[config.mk]
export PLATFORM = sky130hd
export DESIGN_NAME = ysyx_22050612_idu_stage
export DESIGN_NICKNAME = d
export VERILOG_FILES = /design/src/rtl/ysyx_22050612_idu_stage.sv
export SDC_FILE = /design/constraint.sdc
export NUM_CORES = 1
export LEC_CHECK = 0
export BUFFER_PORTS_ARGS = -buffer_cell sky130_fd_sc_hd__buf_2
export CORE_MARGIN = 2
export CORE_UTILIZATION = 48
export CTS_CLUSTER_SIZE = 8
export DETAILED_ROUTE_END_ITERATION = 10
export PLACE_DENSITY = 0.74
export REMOVE_ABC_BUFFERS = 1
export SYNTH_ARGS = -nofsm -noshare
export SYNTH_HDL_FRONTEND = slang
export SYNTH_SLANG_ARGS = --single-unit
[constraint.sdc]
create_clock -name clk -period 1.7 [get_ports clk]
set_clock_uncertainty 0.1 [all_clocks]
set_input_delay 0.085 -clock clk [delete_from_list [all_inputs] [get_ports clk]]
set_output_delay 0.085 -clock clk [all_outputs]
set_load 0.005 [all_outputs]
[src/rtl/ysyx_22050612_idu_stage.sv]
// Decode stage: decodes one RV32/RV64 instruction per cycle into a two-entry skid buffer.
// Latency 1 cycle; in_ready comes only from registered state, flush and rst, so out_ready has no path to it.
module ysyx_22050612_idu_stage #(
    parameter int XLEN = 64
) (
    input  logic            clk,
    input  logic            rst,
    input  logic            flush,
    input  logic            in_valid,
    output logic            in_ready,
    input  logic [31:0]     in_inst,
    input  logic [XLEN-1:0] in_pc,
    output logic            out_valid,
    input  logic            out_ready,
    output logic [XLEN-1:0] out_pc,
    output logic [XLEN-1:0] out_imm,
    output logic [2:0]      out_fmt,
    output logic [4:0]      out_rd,
    output logic [4:0]      out_rs1,
    output logic [4:0]      out_rs2,
    output logic [5:0]      out_shamt,
    output logic [6:0]      out_opcode,
    output logic [2:0]      out_funct3,
    output logic [6:0]      out_funct7,
    output logic            out_ebreak,
    output logic            out_illegal
);
    localparam bit RV64 = (XLEN == 64);

    localparam logic [2:0] FMT_R = 3'd0;
    localparam logic [2:0] FMT_I = 3'd1;
    localparam logic [2:0] FMT_S = 3'd2;
    localparam logic [2:0] FMT_B = 3'd3;
    localparam logic [2:0] FMT_U = 3'd4;
    localparam logic [2:0] FMT_J = 3'd5;

    typedef struct packed {
        logic [XLEN-1:0] pc;
        logic [XLEN-1:0] imm;
        logic [2:0]      fmt;
        logic [4:0]      rd;
        logic [4:0]      rs1;
        logic [4:0]      rs2;
        logic [5:0]      shamt;
        logic [6:0]      opcode;
        logic [2:0]      funct3;
        logic [6:0]      funct7;
        logic            ebreak;
        logic            illegal;
    } entry_t;

    typedef enum logic [1:0] {EMPTY, ONE, FULL} state_t;

    state_t state;
    entry_t m_ent, k_ent, dec;
    logic [63:0] imm_i, imm_s, imm_b, imm_j, imm_u, imm_sel;
    logic [2:0]  fmt;
    logic        ill;
    logic        acc, cons;

    // Immediates are formed at 64 bits and truncated, so XLEN=32 needs no special casing.
    assign imm_i = {{52{in_inst[31]}}, in_inst[31:20]};
    assign imm_s = {{52{in_inst[31]}}, in_inst[31:25], in_inst[11:7]};
    assign imm_b = {{52{in_inst[31]}}, in_inst[7], in_inst[30:25], in_inst[11:8], 1'b0};
    assign imm_j = {{44{in_inst[31]}}, in_inst[19:12], in_inst[20], in_inst[30:21], 1'b0};
    assign imm_u = {{32{in_inst[31]}}, in_inst[31:12], 12'b0};

    always_comb begin
        fmt = FMT_R;
        ill = 1'b0;
        case (in_inst[6:0])
            7'b0110111, 7'b0010111:                       fmt = FMT_U;
            7'b1101111:                                   fmt = FMT_J;
            7'b1100111, 7'b0000011, 7'b0010011, 7'b1110011: fmt = FMT_I;
            7'b0011011: begin
                fmt = FMT_I;
                ill = !RV64;
            end
            7'b1100011:                                   fmt = FMT_B;
            7'b0100011:                                   fmt = FMT_S;
            7'b0110011:                                   fmt = FMT_R;
            7'b0111011:                                   ill = !RV64;
            default:                                      ill = 1'b1;
        endcase
        // RV32 shifts only have a 5-bit shamt; bit 25 set is reserved.
        if (!RV64 && in_inst[6:0] == 7'b0010011 && in_inst[13:12] == 2'b01 && in_inst[25])
            ill = 1'b1;
        if (ill)
            fmt = FMT_R;

        case (fmt)
            FMT_I:   imm_sel = imm_i;
            FMT_S:   imm_sel = imm_s;
            FMT_B:   imm_sel = imm_b;
            FMT_U:   imm_sel = imm_u;
            FMT_J:   imm_sel = imm_j;
            default: imm_sel = 64'd0;
        endcase

        dec.pc      = in_pc;
        dec.imm     = imm_sel[XLEN-1:0];
        dec.fmt     = fmt;
        dec.rd      = in_inst[11:7];
        dec.rs1     = in_inst[19:15];
        dec.rs2     = in_inst[24:20];
        dec.shamt   = {RV64 ? in_inst[25] : 1'b0, in_inst[24:20]};
        dec.opcode  = in_inst[6:0];
        dec.funct3  = in_inst[14:12];
        dec.funct7  = in_inst[31:25];
        dec.ebreak  = (in_inst == 32'h00100073);
        dec.illegal = ill;
    end

    assign in_ready  = !rst && !flush && (state != FULL);
    assign out_valid = (state != EMPTY);
    assign acc       = in_valid && in_ready;
    assign cons      = out_valid && out_ready;

    always_ff @(posedge clk) begin
        if (rst) begin
            state <= EMPTY;
            m_ent <= '0;
            k_ent <= '0;
        end else if (flush) begin
            state <= EMPTY;
        end else begin
            case (state)
                EMPTY: if (acc) begin
                    m_ent <= dec;
                    state <= ONE;
                end
                ONE: begin
                    if (acc && cons) begin
                        m_ent <= dec;
                    end else if (acc) begin
                        k_ent <= dec;
                        state <= FULL;
                    end else if (cons) begin
                        state <= EMPTY;
                    end
                end
                FULL: if (cons) begin
                    m_ent <= k_ent;
                    state <= ONE;
                end
                default: state <= EMPTY;
            endcase
        end
    end

    assign out_pc      = m_ent.pc;
    assign out_imm     = m_ent.imm;
    assign out_fmt     = m_ent.fmt;
    assign out_rd      = m_ent.rd;
    assign out_rs1     = m_ent.rs1;
    assign out_rs2     = m_ent.rs2;
    assign out_shamt   = m_ent.shamt;
    assign out_opcode  = m_ent.opcode;
    assign out_funct3  = m_ent.funct3;
    assign out_funct7  = m_ent.funct7;
    assign out_ebreak  = m_ent.ebreak;
    assign out_illegal = m_ent.illegal;

endmodule

; Word level (Yosys, flattened, before mapping)
; Index checks and enable logic that the tools add are counted.
[word_totals]
input_bits = 101
output_inout_bits = 173
ff_bits = 344
word_cells = 84
[classes]
bitwise_logic = 2
n_reduce_logical = 17
n_eq_ne = 26
n_mux = 14
[op_table]
columns = cell, n
row1 = $mux 171, 3
row2 = $pmux 171 s3, 1
row3 = $pmux 64 s5, 1
row4 = $eq 32x21->1 const B, 1
row5 = $eq 7x6->1 const B, 4
row6 = $eq 7x7->1 const B, 4
row7 = $eq 7x5->1 const B, 3
row8 = $pmux 3 s5, 1
row9 = $reduce_or 12->1, 1
row10 = $mux 2, 5
row11 = $ne 2x2->1 const B, 5
row12 = $reduce_and 4->1, 2
row13 = $eq 7x2->1 const B, 1
row14 = $eq 3x2->1 const B, 2
row15 = $eq 3x3->1 const B, 2
row16 = $pmux 2 s3, 1
row17 = $logic_and 1x1->1, 5
row18 = $reduce_and 5->1, 1
row19 = $reduce_or 5->1, 1
row20 = $reduce_or 2->1, 2
row21 = $eq 3x1->1 const B, 1
row22 = $mux 3, 1
row23 = $ne 3x3->1 const B, 1
row24 = $reduce_bool 3->1, 1
row25 = 7 further kinds, 9

; Longest topological paths before layout
[logic_depth]
word_depth = 8
mapped_depth = 8
depth_no_buf = 5

; Worst setup path after synthesis
; No wires, ideal clock.
[synth_path]
path_kind = reg-to-reg
startpoint = register state[0]
endpoint = register m_ent, in the netlist out_shamt[4]
required_time_ps = 1509
path_buffers = 4
synth_period_minus_slack_ps = 1695
stages_incl_launch_ff = 9
slack_ps = 5
setup_time_ps = 91
t_arrival_ps = 1504
path_cell_list = dfxtp_1 > nor2b_1 > buf_2 > o32ai_1 > buf_2 > buf_6 > buf_6 > nor2_1 > a311oi_1
[synth_between]
elab_chain_cells = 6
word_cells_on_any_way = 15
classes_between = eq/ne (6) / mux (1) / reduce/logical (8)
[synth_lines]
columns = item, line
row1 = start: declaration, 54  ; state_t state;
row2 = start signal: assignment, 121  ; state <= EMPTY;
row3 = start signal: assignment, 125  ; state <= EMPTY;
row4 = start signal: assignment, 130  ; state <= ONE;
row5 = $ne 2x2->1, 114  ; assign in_ready = !rst && !flush && (state != FULL);
row6 = $logic_and 1x1->1, 114
row7 = $logic_and 1x1->1, 116  ; assign acc = in_valid && in_ready;
row8 = $logic_and 1x1->1, 133  ; if (acc && cons) begin
row9 = $ne 2x2->1 (no source line), --
row10 = $reduce_and 5->1 (no source line), --
row11 = end signal: assignment, 143  ; m_ent <= k_ent;
row12 = end: declaration, 55  ; entry_t m_ent, k_ent, dec;
; Parallel ways exist; a longest one is shown, timed or not.
; A chain may end at the register's enable or synchronous reset.

; Worst setup path in the final report
[layout_path]
startpoint = register state[0]
endpoint = register m_ent, in the netlist out_pc[11]
; The elaborated chain is that of the path after synthesis.

==> run summary <==
outcome -> finished with violations
violated checks -> negative setup slack
DRC viols -> 0
Hold Vio Cnt, Final -> 0
Core Box Area -> 0.0233 sq mm
Register-to-Register Setup Slack -> -0.20 ns
Layout area overhead -> 49.3%
final worst setup slack -> -0.198 ns
vias in the first global route -> 11,000
Die ar. -> 0.0247 sq mm
share of cells above drive strength 1 -> 31.7%
post-synth top area share -> 47.6%
first-pass GRT wire length -> 57,000 microns
startpoint types -> register
TritonCTS buffer count -> 39
Seq/Total Area, Yosys -> 47.6%
critical path class -> reg -> reg
num ports -> 274
DR pass1 iterations -> 5
Flop pwr share -> 43.9%
LEAKAGE -> 6.91 nW
Power Internal -> 0.0114 W
Max Cap Viol -> 0
Total GRT Usage -> 28.6%
Final min period -> 1.90 ns
RSZ-0062 raised after global routing -> yes
clk buf depth -> 3
area leader, netlist -> dfxtp_1
Max FO, Critical Path -> 12
Mapped Cells -> 1,444
Post-synth top flop -> dfxtp_1
Peak supply drop -> 0.689 mV
Slew Limit Fails -> 0
Switching Fraction -> 24.1%
reg2reg end -> out_pc[11]
Worst-Skew Late Latency -> 0.51 ns
Least-Margin Pin Slew -> 0.543 ns
drt wl/cell -> 18.7 microns
#FFs+latches synth -> 268
row count -> 56
Hold Startpoint -> in_inst[13]
Worst Setup SP -> state[0]
initial antenna violation count -> 1
via count -> 12,200
number of synthesized flops with an enable pin -> 0
CP arrival -> 2.19 ns
routed wire length -> 40,400 microns
Final Cycle Share -> 112%
Register-to-Register Path Depth -> 8
Iter 0 DRT Violations -> 978
Worst setup endpoint -> out_pc[11]
die height -> 157 microns
clock sink count -> 268
Synth Cell Area -> 0.0113 sq mm
CTS tree -> built
distinct cell type count after synthesis -> 49
syn avg cell area -> 7.80 sq um
via density per instance -> 5.66
ys async rst share -> 0%
top cells by area, synth -> dfxtp_1, nand2_1, a311oi_1, a21oi_1, nor2_1
Die Wd -> 157 microns
Min-Delay Path Class -> in -> reg
Fin Setup TNS -> -16.27 ns
FF-to-FF Start -> state[0]
Clk pin slew, worst setup/hold paths -> 0.05 ns
routability cong. -> 0.890
# H-tree levels -> 2
DPL Wire Length -> 21,800 microns
synth warn -> 0
fmax -> 527 MHz
CTS Root Cell -> clkbuf_16
maximum number of pins on one net before global-route repair -> 109
Final setup viols -> 134
clock group share of total power -> 44.3%
data required time of the worst path -> 1.99 ns
starting density of the core -> 48.4%
grt ovf -> 0
PortBufs -> 273
fin area -> 0.0168 sq mm
Pwr Total -> 0.0150 W
Slew Limit Headroom -> 63.8%
post-route ant nets -> 0
# nets final -> 1,943
Psw -> 0.00362 W
Worst setup EP type -> register
pwr/cell area -> 891 mW/mm^2
Logic pwr share -> 11.8%
DP Area -> 0.0133 sq mm
-- routing by layer --
metal | global-route usage (%) | up-vias | wire, microns
li1 | - | 5717 | -
met1 | 36.0 | 5807 | 16200
met2 | 48.3 | 615 | 19500
met3 | 6.66 | 93 | 3640
met4 | 9.65 | 0 | 1070
met5 | 0 | - | 0
-- critical path: stages, from the launching register on --
cell	delay (ns)
dfxtp_2	0.32
buf_6	0.11
nand3b_1	0.25
o32ai_4	0.20
buf_12	0.19
buf_16	0.16
buf_12	0.14
nor2_1	0.05
a311oi_1	0.25
-- layout by cell type, fill, tap and decap left out, types with 3 or more instances in the layout --
master | netlist | layout
buf_12 | 0 | 34
nor2b_4 | 0 | 3
a211oi_1 | 33 | 26
a21oi_1 | 119 | 113
a22o_1 | 11 | 11
a21oi_2 | 0 | 6
a211oi_2 | 1 | 8
nor4_1 | 7 | 7
buf_16 | 0 | 8
nor3_2 | 2 | 3
o21ai_2 | 1 | 5
nor3b_1 | 9 | 9
nor2_4 | 1 | 25
and2_1 | 3 | 3
nand4_1 | 6 | 6
dlygate4sd3_1 | 0 | 99
a311oi_2 | 0 | 19
nor2b_1 | 6 | 3
a311oi_1 | 100 | 81
a32oi_1 | 8 | 6
dfxtp_1 | 268 | 266
o22ai_1 | 3 | 3
inv_1 | 3 | 3
a221oi_2 | 0 | 6
o21a_1 | 11 | 11
buf_2 | 45 | 272
nor3_1 | 16 | 15
clkbuf_16 | 0 | 53
nand2_1 | 462 | 462
o21ai_0 | 15 | 3
buf_6 | 3 | 15
nor2_2 | 0 | 36
o31ai_1 | 8 | 8
buf_4 | 41 | 71
nor2_1 | 154 | 94
o21ai_1 | 1 | 8
-- timing repair --
action,CTS,global route
buffers inserted,13,13
gates cloned,10,16
setup endpoints to repair,265,267
hold endpoints to repair,242,0
pin swaps,38,81
resized for setup,57,132
hold buffers,99,0
-- power groups by stage --
stage / logic, W / registers [W] / clock network [W]
floorplan: 0.000522 / 0.00669 / 0
detailed placement: 0.00126 / 0.00667 / 0
global route: 0.00189 / 0.00658 / 0.00696
global placement: 0.00124 / 0.00666 / 0
CTS: 0.00157 / 0.00655 / 0.00672
finish: 0.00177 / 0.00657 / 0.00664
-- how the worst min path moves through the flow --
stage	to	slack, ns	depth (start not counted)
floorplan	k_ent[105]	0.05	1
CTS	state[0]	0.01	4
finish	k_ent[1]	0.03	7
detailed placement	k_ent[117]	0.24	3
global placement	k_ent[122]	0.24	3
global route	k_ent[1]	0.04	7
-- stage by stage --
stage	worst slack [ns]	hold WS [ns]	cells	utilization, %
after global placement	-0.181	0.238	1974	57.4
after CTS	-0.134	0.0134	2138	68.4
after detailed placement	-0.201	0.244	1974	57.4
after global routing	-0.278	0.0438	2163	72.3
after floorplan	-12.67	0.0541	1282	-
final	-0.198	0.0296	2163	72.3
-- cell usage after synthesis, types with 2 or more instances --
cell	number
buf_2	45
a311oi_1	100
nand3_1	2
nand4_1	6
and3_1	3
nand2_1	462
mux2i_1	2
buf_6	3
nor2_1	154
a211oi_1	33
o31ai_1	8
nor3_1	16
and2_1	3
inv_1	3
nor2b_1	6
nand2b_1	4
a21oi_1	119
o21a_1	11
a22o_1	11
dfxtp_1	268
nor3_2	2
o21ai_0	15
buf_1	5
nor4_1	7
nor3b_1	9
clkbuf_1	68
o22ai_1	3
a32oi_1	8
buf_4	41
a221oi_1	8
-- registers in the layout (all words and copies together) (netlist names), 3 cells and up --
name and flops:
out_rs2 4, out_rs1 5, out_funct7 7, k_ent 133, out_opcode 7, out_rd 5, out_fmt 3, out_imm 32
out_funct3 3, out_pc 64
-- logic make-up (layout without fill, tap and decap cells) --
logic type	after synthesis	count (layout)	share of synthesized area, %
and+or+nand+nor	682	683	24.3
AOI/OAI and AO/OA	326	326	20.2
DFF	268	268	47.6
buffers and inverters	165	563	7.56
muxes	2	2	0.178
xor gates and xnor gates	1	1	0.0778
other	0	1	0
-- final cells by class --
class | instances | area (sq um)
fillers | 1679 | 6440
multi-input cells | 1012 | 5660
flip-flops and latches | 268 | 5370
repair buffers | 518 | 4390
clock buffers | 40 | 980
well taps | 319 | 399
clock inverters | 2 | 13.8
inverters | 3 | 11.3
diodes | 1 | 2.50
No activity file was read; power rests on OpenSTA's default activity.
